## src/rtl/m_sram_ctl_if.sv

```systemverilog
// Bus bundle between the J1A Wishbone master, the cellular-RAM controller and the RAM pads.
// The controller uses the slave modport; the CPU side uses the master modport.
interface m_sram_ctl_if #(
  parameter int ADR_W = 23
);
  logic [ADR_W-1:0] wb_adr_i;
  logic [15:0]      wb_dat_i;
  logic [15:0]      wb_dat_o;
  logic [1:0]       wb_sel_i;
  logic             wb_we_i;
  logic             wb_cyc_i;
  logic             wb_stb_i;
  logic             wb_ack_o;
  logic [ADR_W-1:0] sram_adr_o;
  logic [15:0]      sram_dat_i;
  logic [15:0]      sram_dat_o;
  logic             sram_dat_oe_o;
  logic             sram_ce_n_o;
  logic             sram_oe_n_o;
  logic             sram_we_n_o;
  logic             sram_lb_n_o;
  logic             sram_ub_n_o;

  modport slave (
    input  wb_adr_i, wb_dat_i, wb_sel_i, wb_we_i, wb_cyc_i, wb_stb_i, sram_dat_i,
    output wb_dat_o, wb_ack_o, sram_adr_o, sram_dat_o, sram_dat_oe_o,
    output sram_ce_n_o, sram_oe_n_o, sram_we_n_o, sram_lb_n_o, sram_ub_n_o
  );

  modport master (
    output wb_adr_i, wb_dat_i, wb_sel_i, wb_we_i, wb_cyc_i, wb_stb_i,
    input  wb_dat_o, wb_ack_o
  );
endinterface

```

## src/rtl/m_sram_ctl.sv

```systemverilog
// Wishbone classic slave driving the Nexys2 Micron cellular RAM in asynchronous mode.
// Optional same-page fast reads are enabled by defining SRAM_PAGE_EN.
module m_sram_ctl #(
  parameter int ADR_W   = 23,
  parameter int RD_WAIT = 4,
  parameter int WR_WAIT = 4,
  parameter int TURN    = 1
`ifdef SRAM_PAGE_EN
  , parameter int PAGE_WAIT = 1
`endif
) (
  input logic          sys_clk_i,
  input logic          sys_res_i,
  m_sram_ctl_if.slave  bus
);

  localparam int MAX_RW = (RD_WAIT > WR_WAIT) ? RD_WAIT : WR_WAIT;
`ifdef SRAM_PAGE_EN
  localparam int MAX_ACC = (PAGE_WAIT > MAX_RW) ? PAGE_WAIT : MAX_RW;
`else
  localparam int MAX_ACC = MAX_RW;
`endif
  // The recovery phase reuses the wait counter, so it must also hold TURN.
  localparam int MAX_CNT = (TURN > MAX_ACC) ? TURN : MAX_ACC;
  localparam int CNT_W   = $clog2(MAX_CNT + 1);
  localparam logic [CNT_W-1:0] CNT_ONE = CNT_W'(1);

  localparam logic [2:0] ST_IDLE  = 3'd0;
  localparam logic [2:0] ST_RD    = 3'd1;
  localparam logic [2:0] ST_WR    = 3'd2;
  localparam logic [2:0] ST_WHOLD = 3'd3;
  localparam logic [2:0] ST_ACK   = 3'd4;
  localparam logic [2:0] ST_RECOV = 3'd5;
`ifdef SRAM_PAGE_EN
  localparam logic [2:0] ST_PAGE  = 3'd6;
`endif

  logic [2:0]       state_r;
  logic [CNT_W-1:0] cnt_r;
  logic [ADR_W-1:0] adr_r;
  logic [15:0]      wr_dat_r;
  logic [15:0]      rd_dat_r;
  logic             ack_r;
  logic             ce_n_r;
  logic             oe_n_r;
  logic             we_n_r;
  logic             lb_n_r;
  logic             ub_n_r;
  logic             dat_oe_r;
  logic             abort_r;
  logic             req_s;
  logic             page_keep_s;
  logic             page_hit_s;

  assign req_s = bus.wb_cyc_i & bus.wb_stb_i;

  // Page-mode qualifiers: keep the RAM open after a completed read, and detect a same-page follow-up read.
  always_comb begin
    page_keep_s = 1'b0;
    page_hit_s  = 1'b0;
`ifdef SRAM_PAGE_EN
    page_keep_s = ~abort_r & bus.wb_cyc_i;
    page_hit_s  = req_s & ~bus.wb_we_i &
                  (bus.wb_adr_i[ADR_W-1:4] == adr_r[ADR_W-1:4]);
`endif
  end

  // Transaction sequencer; every RAM strobe and bus output is a flop.
  always_ff @(posedge sys_clk_i) begin
    if (!sys_res_i) begin
      state_r  <= ST_IDLE;
      cnt_r    <= '0;
      adr_r    <= '0;
      wr_dat_r <= 16'h0000;
      rd_dat_r <= 16'h0000;
      ack_r    <= 1'b0;
      ce_n_r   <= 1'b1;
      oe_n_r   <= 1'b1;
      we_n_r   <= 1'b1;
      lb_n_r   <= 1'b1;
      ub_n_r   <= 1'b1;
      dat_oe_r <= 1'b0;
      abort_r  <= 1'b0;
    end else begin
      ack_r <= 1'b0;
      case (state_r)
        ST_IDLE: begin
          if (req_s) begin
            adr_r    <= bus.wb_adr_i;
            wr_dat_r <= bus.wb_dat_i;
            ce_n_r   <= 1'b0;
            lb_n_r   <= ~bus.wb_sel_i[0];
            ub_n_r   <= ~bus.wb_sel_i[1];
            abort_r  <= 1'b0;
            if (bus.wb_we_i) begin
              state_r  <= ST_WR;
              we_n_r   <= 1'b0;
              dat_oe_r <= 1'b1;
              cnt_r    <= CNT_W'(WR_WAIT);
            end else begin
              state_r <= ST_RD;
              oe_n_r  <= 1'b0;
              cnt_r   <= CNT_W'(RD_WAIT);
            end
          end else begin
            state_r <= ST_IDLE;
          end
        end
        ST_RD: begin
          if (!bus.wb_cyc_i) begin
            abort_r <= 1'b1;
          end
          if (cnt_r == CNT_ONE) begin
            rd_dat_r <= bus.sram_dat_i;
            ack_r    <= ~abort_r & bus.wb_cyc_i;
            state_r  <= ST_ACK;
            if (!page_keep_s) begin
              ce_n_r <= 1'b1;
              oe_n_r <= 1'b1;
              lb_n_r <= 1'b1;
              ub_n_r <= 1'b1;
            end
          end else begin
            cnt_r <= cnt_r - CNT_ONE;
          end
        end
        ST_WR: begin
          if (!bus.wb_cyc_i) begin
            abort_r <= 1'b1;
          end
          if (cnt_r == CNT_ONE) begin
            we_n_r  <= 1'b1;
            state_r <= ST_WHOLD;
          end else begin
            cnt_r <= cnt_r - CNT_ONE;
          end
        end
        ST_WHOLD: begin
          ack_r    <= ~abort_r & bus.wb_cyc_i;
          ce_n_r   <= 1'b1;
          lb_n_r   <= 1'b1;
          ub_n_r   <= 1'b1;
          dat_oe_r <= 1'b0;
          state_r  <= ST_ACK;
        end
        ST_ACK: begin
          cnt_r   <= CNT_W'(TURN);
          state_r <= ST_RECOV;
`ifdef SRAM_PAGE_EN
          // OE# still low here means the read left the page open.
          if (!oe_n_r) begin
            state_r <= ST_PAGE;
          end
`endif
        end
`ifdef SRAM_PAGE_EN
        ST_PAGE: begin
          if (page_hit_s) begin
            adr_r   <= bus.wb_adr_i;
            lb_n_r  <= ~bus.wb_sel_i[0];
            ub_n_r  <= ~bus.wb_sel_i[1];
            abort_r <= 1'b0;
            cnt_r   <= CNT_W'(PAGE_WAIT);
            state_r <= ST_RD;
          end else begin
            ce_n_r  <= 1'b1;
            oe_n_r  <= 1'b1;
            lb_n_r  <= 1'b1;
            ub_n_r  <= 1'b1;
            cnt_r   <= CNT_W'(TURN);
            state_r <= ST_RECOV;
          end
        end
`endif
        ST_RECOV: begin
          if (cnt_r == CNT_ONE) begin
            state_r <= ST_IDLE;
          end else begin
            cnt_r <= cnt_r - CNT_ONE;
          end
        end
        default: begin
          state_r  <= ST_IDLE;
          ce_n_r   <= 1'b1;
          oe_n_r   <= 1'b1;
          we_n_r   <= 1'b1;
          lb_n_r   <= 1'b1;
          ub_n_r   <= 1'b1;
          dat_oe_r <= 1'b0;
        end
      endcase
    end
  end

  assign bus.wb_dat_o      = rd_dat_r;
  assign bus.wb_ack_o      = ack_r;
  assign bus.sram_adr_o    = adr_r;
  assign bus.sram_dat_o    = wr_dat_r;
  assign bus.sram_dat_oe_o = dat_oe_r;
  assign bus.sram_ce_n_o   = ce_n_r;
  assign bus.sram_oe_n_o   = oe_n_r;
  assign bus.sram_we_n_o   = we_n_r;
  assign bus.sram_lb_n_o   = lb_n_r;
  assign bus.sram_ub_n_o   = ub_n_r;

endmodule

```

## src/flat_wrapper.sv

```systemverilog
// flat-port wrapper written by rule: the top's interface ports become plain ports
module m_sram_ctl_flat 
#(
  parameter int ADR_W   = 23,
  parameter int RD_WAIT = 4,
  parameter int WR_WAIT = 4,
  parameter int TURN    = 1

)
  (sys_clk_i, sys_res_i, bus_wb_adr_i, bus_wb_dat_i, bus_wb_sel_i, bus_wb_we_i, bus_wb_cyc_i, bus_wb_stb_i, bus_sram_dat_i, bus_wb_dat_o, bus_wb_ack_o, bus_sram_adr_o, bus_sram_dat_o, bus_sram_dat_oe_o, bus_sram_ce_n_o, bus_sram_oe_n_o, bus_sram_we_n_o, bus_sram_lb_n_o, bus_sram_ub_n_o);
  m_sram_ctl_if #(.ADR_W(ADR_W)) bus_i ();
  input logic sys_clk_i;
  input logic sys_res_i;
  input wire logic [$bits(bus_i.wb_adr_i)-1:0] bus_wb_adr_i;
  input wire logic [$bits(bus_i.wb_dat_i)-1:0] bus_wb_dat_i;
  input wire logic [$bits(bus_i.wb_sel_i)-1:0] bus_wb_sel_i;
  input wire logic [$bits(bus_i.wb_we_i)-1:0] bus_wb_we_i;
  input wire logic [$bits(bus_i.wb_cyc_i)-1:0] bus_wb_cyc_i;
  input wire logic [$bits(bus_i.wb_stb_i)-1:0] bus_wb_stb_i;
  input wire logic [$bits(bus_i.sram_dat_i)-1:0] bus_sram_dat_i;
  output wire logic [$bits(bus_i.wb_dat_o)-1:0] bus_wb_dat_o;
  output wire logic [$bits(bus_i.wb_ack_o)-1:0] bus_wb_ack_o;
  output wire logic [$bits(bus_i.sram_adr_o)-1:0] bus_sram_adr_o;
  output wire logic [$bits(bus_i.sram_dat_o)-1:0] bus_sram_dat_o;
  output wire logic [$bits(bus_i.sram_dat_oe_o)-1:0] bus_sram_dat_oe_o;
  output wire logic [$bits(bus_i.sram_ce_n_o)-1:0] bus_sram_ce_n_o;
  output wire logic [$bits(bus_i.sram_oe_n_o)-1:0] bus_sram_oe_n_o;
  output wire logic [$bits(bus_i.sram_we_n_o)-1:0] bus_sram_we_n_o;
  output wire logic [$bits(bus_i.sram_lb_n_o)-1:0] bus_sram_lb_n_o;
  output wire logic [$bits(bus_i.sram_ub_n_o)-1:0] bus_sram_ub_n_o;
  assign bus_i.wb_adr_i = bus_wb_adr_i;
  assign bus_i.wb_dat_i = bus_wb_dat_i;
  assign bus_i.wb_sel_i = bus_wb_sel_i;
  assign bus_i.wb_we_i = bus_wb_we_i;
  assign bus_i.wb_cyc_i = bus_wb_cyc_i;
  assign bus_i.wb_stb_i = bus_wb_stb_i;
  assign bus_i.sram_dat_i = bus_sram_dat_i;
  assign bus_wb_dat_o = bus_i.wb_dat_o;
  assign bus_wb_ack_o = bus_i.wb_ack_o;
  assign bus_sram_adr_o = bus_i.sram_adr_o;
  assign bus_sram_dat_o = bus_i.sram_dat_o;
  assign bus_sram_dat_oe_o = bus_i.sram_dat_oe_o;
  assign bus_sram_ce_n_o = bus_i.sram_ce_n_o;
  assign bus_sram_oe_n_o = bus_i.sram_oe_n_o;
  assign bus_sram_we_n_o = bus_i.sram_we_n_o;
  assign bus_sram_lb_n_o = bus_i.sram_lb_n_o;
  assign bus_sram_ub_n_o = bus_i.sram_ub_n_o;
  m_sram_ctl #(.ADR_W(ADR_W), .RD_WAIT(RD_WAIT), .WR_WAIT(WR_WAIT), .TURN(TURN)) u_core (.sys_clk_i(sys_clk_i), .sys_res_i(sys_res_i), .bus(bus_i));
endmodule
```

## config.mk

```make
export PLATFORM = sky130hd
export DESIGN_NAME = m_sram_ctl_flat
export DESIGN_NICKNAME = d
export VERILOG_FILES = /design/src/rtl/m_sram_ctl_if.sv /design/src/rtl/m_sram_ctl.sv /design/src/flat_wrapper.sv
export SDC_FILE = /design/constraint.sdc
export NUM_CORES = 1
export LEC_CHECK = 0
export BUFFER_PORTS_ARGS = -buffer_cell sky130_fd_sc_hd__buf_4
export CAP_MARGIN = 5
export CORE_UTILIZATION = 47
export DETAILED_ROUTE_END_ITERATION = 16
export PLACE_DENSITY_LB_ADDON = 0.25
export RECOVER_POWER = 50
export SYNTH_ARGS = -nofsm -noshare
export SYNTH_HDL_FRONTEND = slang
export SYNTH_SLANG_ARGS = --single-unit
```

## constraint.sdc

```tcl
create_clock -name sys_clk_i -period 1.93 [get_ports sys_clk_i]
set_input_delay 0.0965 -clock sys_clk_i [delete_from_list [all_inputs] [get_ports sys_clk_i]]
set_output_delay 0.0965 -clock sys_clk_i [all_outputs]
set_load 0.01 [all_outputs]
```

# Word level (Yosys, flattened, before mapping)
# Index checks and enable logic that the tools add are counted.
[word_totals]
ff_bits = 69
in_bits = 62
out_inout_bits = 62
elab_cells = 84
[op_classes]
add_sub_neg = 1
n_eq_ne = 14
muxes = 29
bitwise = 9
reduce_logical = 18
[op_table]
columns = ["operator", "count"]
rows = [
  ["case mux 3 bit (6 select lines)", 1],
  ["2-to-1 mux 3 bit", 5],
  ["case mux 1 bit (3 select lines)", 5],
  ["AND reduction 3 bit", 5],
  ["2-to-1 mux 1 bit", 12],
  ["OR reduction 4 bit", 3],
  ["case mux 3 bit (3 select lines)", 1],
  ["!= test 2 x 1 -> 1 bit (second input constant)", 4],
  ["!= test 2 bit (second input constant)", 4],
  ["AND reduction 4 bit", 2],
  ["NOT 1 bit", 7],
  ["equality test 3 x 1 -> 1 bit (second input constant)", 2],
  ["equality test 3 x 2 -> 1 bit (second input constant)", 2],
  ["equality test 3 bit (second input constant)", 2],
  ["case mux 1 bit (2 select lines)", 3],
  ["OR reduction 3 bit", 2],
  ["2-to-1 mux 2 bit", 2],
  ["AND reduction 2 bit", 2],
  ["logical NOT 3 bit", 1],
  ["nonzero test 3 bit", 1],
  ["subtractor 3 x 1 -> 3 bit (second input constant)", 1],
  ["bitwise AND 1 bit", 2],
  ["nonzero test 2 bit", 1],
  ["OR reduction 2 bit", 1],
]

# Depth between registers and ports, before layout
[logic_depth]
depth_word = 4
ltp_mapped = 8
depth_no_buf = 6

# Worst setup path after synthesis
# Ideal clock, no wire load.
[synth_path]
path_type = "register to register"
from = "register u_core.cnt_r[0]"
to = "register u_core.rd_dat_r[10] (netlist: u_core.bus.wb_dat_o[10])"
setup_time_ps = 116
arrival_ps = 1420
required_ps = 1814
path_slack_ps = 394
stages_incl_launch_ff = 8
path_buffers = 2
period_less_slack_ps = 1536
cell_sequence = "dfxtp_1 > ha_1 > nand2b_4 > or3_1 > buf_6 > buf_6 > nand2_2 > a21boi_1"
[synth_via]
elab_chain_cells = 2
[synth_rtl]
columns = ["item", "line", "text"]
rows = [
  ["start, declared", "m_sram_ctl.sv:39", "logic [CNT_W-1:0] cnt_r;"],
  ["start signal, assigned", "m_sram_ctl.sv:99", "cnt_r <= CNT_W'(WR_WAIT);"],
  ["start signal, assigned", "m_sram_ctl.sv:103", "cnt_r <= CNT_W'(RD_WAIT);"],
  ["start signal, assigned", "m_sram_ctl.sv:124", "cnt_r <= cnt_r - CNT_ONE;"],
  ["equality test 3 x 1 -> 1 bit", "m_sram_ctl.sv:113", "if (cnt_r == CNT_ONE) begin"],
  ["AND reduction 2 bit (no source line)", "n/a", ""],
  ["end signal, assigned", "m_sram_ctl.sv:114", "rd_dat_r <= bus.sram_dat_i;"],
  ["end, declared", "m_sram_ctl.sv:42", "logic [15:0] rd_dat_r;"],
]
# No other way between the ends.
# A chain may end at the register's enable or synchronous reset.

# Final worst setup path
[layout_path]
from = "register u_core.cnt_r[0]"
to = "register u_core.rd_dat_r[1] (netlist: u_core.bus.wb_dat_o[1])"
# Same word-level chain as after synthesis.

==> out/qor.txt <==
Worst hold slack - 13.5 ps
ANT cells - 0
Cell count after placement - 527
# setup viols final - 0
Site row count - 28
Reg2Reg Depth - 5
Die Wd - 80.7 um
Wire per inst - 12.7 um
Post-Syn Nets - 407
Pin count of the biggest net entering global routing - 71
Hold endpoint - u_core.bus.sram_adr_o[4]
H-tree levels - 3
Minimum clock period - 1660 ps
Top cells by area, synth - dfxtp_1 48%, nand2_1 14%, a21boi_0 11%, a21boi_1 3.9%, nand2_2 2.2%
Yosys top cell by area - dfxtp_1
Placed cell area - 3850 um^2
Crit end category - register
Outcome - completed
Reg2reg end - u_core.bus.wb_dat_o[1]
NumNets Final - 543
FMAX - 603 MHz
Fin. max-slew vios - 0
Worst Skew - 6.79 ps
DRC viols - 0
Clk Latency, worst-skew pair - 340 ps
CTS tree - yes
Total core area - 5960 um^2
Setup CP Type - reg -> reg
Required @ worst endpoint - 2190 ps
Number of buffers created by CTS - 9
DRT Pass-1 Iters - 4
Endpoints failing hold - 0
Crit path arrival time - 1920 ps
Sequential fraction of the synthesis area - 47.5%
Die area - 6510 um^2
Maxcap violations - 0
Num ports - 124
PortBufs - 123
Clock Tree Buf Depth - 2
Startpoint Class - register
Hold wc startpoint - bus_wb_adr_i[4]
Post-Syn Instances - 343
WL final - 7080 um
Synth warnings - 0
WHS Path Cells - 3
Max_slew headroom - 61.2%
RD Place Congestion - 0.880
FF-to-FF Start - u_core.cnt_r[0]
Peak VDD IR - 0.000459 V
Initial DRC Count - 91
Dpl hpwl - 4780 um
Post-CTS setup buffers - 0
DIE HEIGHT - 80.7 um
Root Buffer - clkbuf_8
Final total power - 3.15 mW
Antenna Violating Nets Remaining - 0
Unique masters post-synth - 40
Power Dens Cells - 796 nW/um^2
Non-Filler Instances - 559
Crit share post-route - 85.9%
Initial antenna violation count - 0
Vias in the first global route - 2,378
Synth Area per Inst - 8.48 um^2
Final instance area - 3960 um^2
Post-Synthesis Cell Area - 2910 um^2
Worst slew pin tran - 583 ps
Final TNS setup - 0 ps
Worst Hold Class - in -> reg
Leakage power - 1.52 nW
Worst Path Max Fanout - 16
Reg clk slew, reported paths - 70 ps
Synthesis-to-layout area growth - 36.1%
R2R setup slack - 270 ps
Grt ovf - 0
Num Clock Sinks - 69
Vias per cell - 4.99
Yosys reg bits - 69
Global-route wire length before repair - 10,600 um
RSZ-0062 raised after global routing - false
Share of the synthesized area in the top cell type - 47.5%
Total GRT Usage - 21.2%
Starting Density - 48.8%
Share of layout cells above drive strength 1 - 20.7%
Vias post-DR - 2,792
placed cells by master (no fill, tap or decap), drive strengths merged:
cell	Yosys	routed
nor3b	2	2
nor4	1	1
nand3	2	2
o211ai	1	1
nand3b	1	1
ha	2	2
o31a	1	1
nor2b	2	2
inv	3	3
nor3	6	6
o22ai	3	3
clkbuf	11	75
clkinv	0	3
o21ai	10	10
a2bb2oi	1	1
clkinvlp	0	1
dfxtp	69	69
o221a	1	1
nor2	9	9
a21oi	8	8
nand2	121	121
a211oi	2	2
nand2b	2	2
or3	2	2
nand4bb	1	1
and4	2	2
and3b	1	1
o21a	4	4
and2	2	2
a21o	1	1
a21boi	58	58
dlygate4sd3	0	16
buf	12	69
o32ai	1	1
and3	1	1
worst max path at each step:
stage / cells after the start / from / slack [ps] / to
floorplan: 7 / u_core.cnt_r[0] / 390 / u_core.bus.wb_dat_o[10]
global placement: 6 / u_core.cnt_r[1] / 330 / u_core.cnt_r[0]
detailed placement: 6 / u_core.state_r[0] / 280 / u_core.bus.sram_adr_o[1]
CTS: 5 / u_core.cnt_r[0] / 260 / u_core.bus.wb_dat_o[1]
global route: 5 / u_core.cnt_r[0] / 80 / u_core.bus.wb_dat_o[3]
finish: 5 / u_core.cnt_r[0] / 270 / u_core.bus.wb_dat_o[1]
sequential cells by signal (all words and copies together) (netlist names):
signal / cells
u_core.cnt_r: 3
u_core.bus.sram_dat_oe_o: 1
u_core.bus.sram_ub_n_o: 1
u_core.state_r: 3
u_core.bus.sram_ce_n_o: 1
u_core.bus.sram_dat_o: 16
u_core.bus.sram_adr_o: 23
u_core.abort_r: 1
u_core.bus.wb_dat_o: 16
u_core.bus.sram_oe_n_o: 1
u_core.bus.sram_we_n_o: 1
u_core.bus.wb_ack_o: 1
u_core.bus.sram_lb_n_o: 1
report_power, final:
group	total [mW]	internal (mW)	switching [mW]
registers	1.56	1.51	0.0598
clock network	1.04	0.530	0.514
logic	0.539	0.267	0.272
total	3.15	2.30	0.845
area by class of cell:
type | count | area (um^2)
flip-flops and latches | 69 | 1380
inverters | 3 | 11.3
clock inverters | 4 | 22.5
fillers | 556 | 2000
repair buffers | 148 | 915
clock buffers | 12 | 155
multi-input cells | 248 | 1380
well taps | 75 | 93.8
worst max-delay path, stage by stage (launching register included):
cell,delay (ps)
dfxtp_1,410
ha_1,310
nand2b_4,90
nor3_4,490
nand2_1,140
a21boi_0,160
repair_timing:
action                     in CTS  in global routing
hold endpoints to repair        9                  7
setup endpoints to repair       0                  0
gates resized for setup         0                  0
hold buffers                    9                  7
metrics by stage:
stage | worst slack (ps) | util, %
after floorplan | 394 | -
after global placement | 331 | 64.7
after detailed placement | 279 | 64.7
after CTS | 258 | 69.2
after global routing | 83.6 | 66.4
final | 272 | 66.4
metal layers:
metal / up-vias / part of all wire (%) / global-route usage (%)
li1: 1420 / - / -
met1: 1280 / 44 / 25.6
met2: 86 / 49 / 35.1
met3: 6 / 6.5 / 7.05
met4: 0 / 0.89 / 7.14
met5: - / 0 / 0
Yosys cell counts:
master,n
dfxtp_1,69
ha_1,2
and4_1,2
a21o_1,1
nor4_1,1
o22ai_1,3
and3_1,1
o221a_2,1
a21boi_0,43
o32ai_1,1
nor3b_1,2
and3b_1,1
nor2_1,9
inv_1,3
clkbuf_1,11
nand4bb_1,1
and2_1,2
buf_2,5
o21ai_1,1
buf_6,5
nand2_1,111
o21a_1,4
nor3_1,4
o211ai_1,1
a211oi_1,2
a21oi_1,7
nor3_2,1
nor2b_1,2
o31a_1,1
nand2_2,10
a2bb2oi_1,1
a21boi_1,15
nor3_4,1
nand2b_4,2
a21oi_2,1
nand3b_1,1
o21ai_0,9
buf_4,2
or3_1,2
nand3_1,2
kinds of logic after synthesis:
| logic type | synth area share [%] |
|---|---|
| and+or+nand+nor | 24.3 |
| DFF | 47.5 |
| adders and majority gates | 0.860 |
| buffers and inverters | 5.12 |
| AOI/OAI and AO/OA | 22.2 |
(Power assumes the default switching activity.)
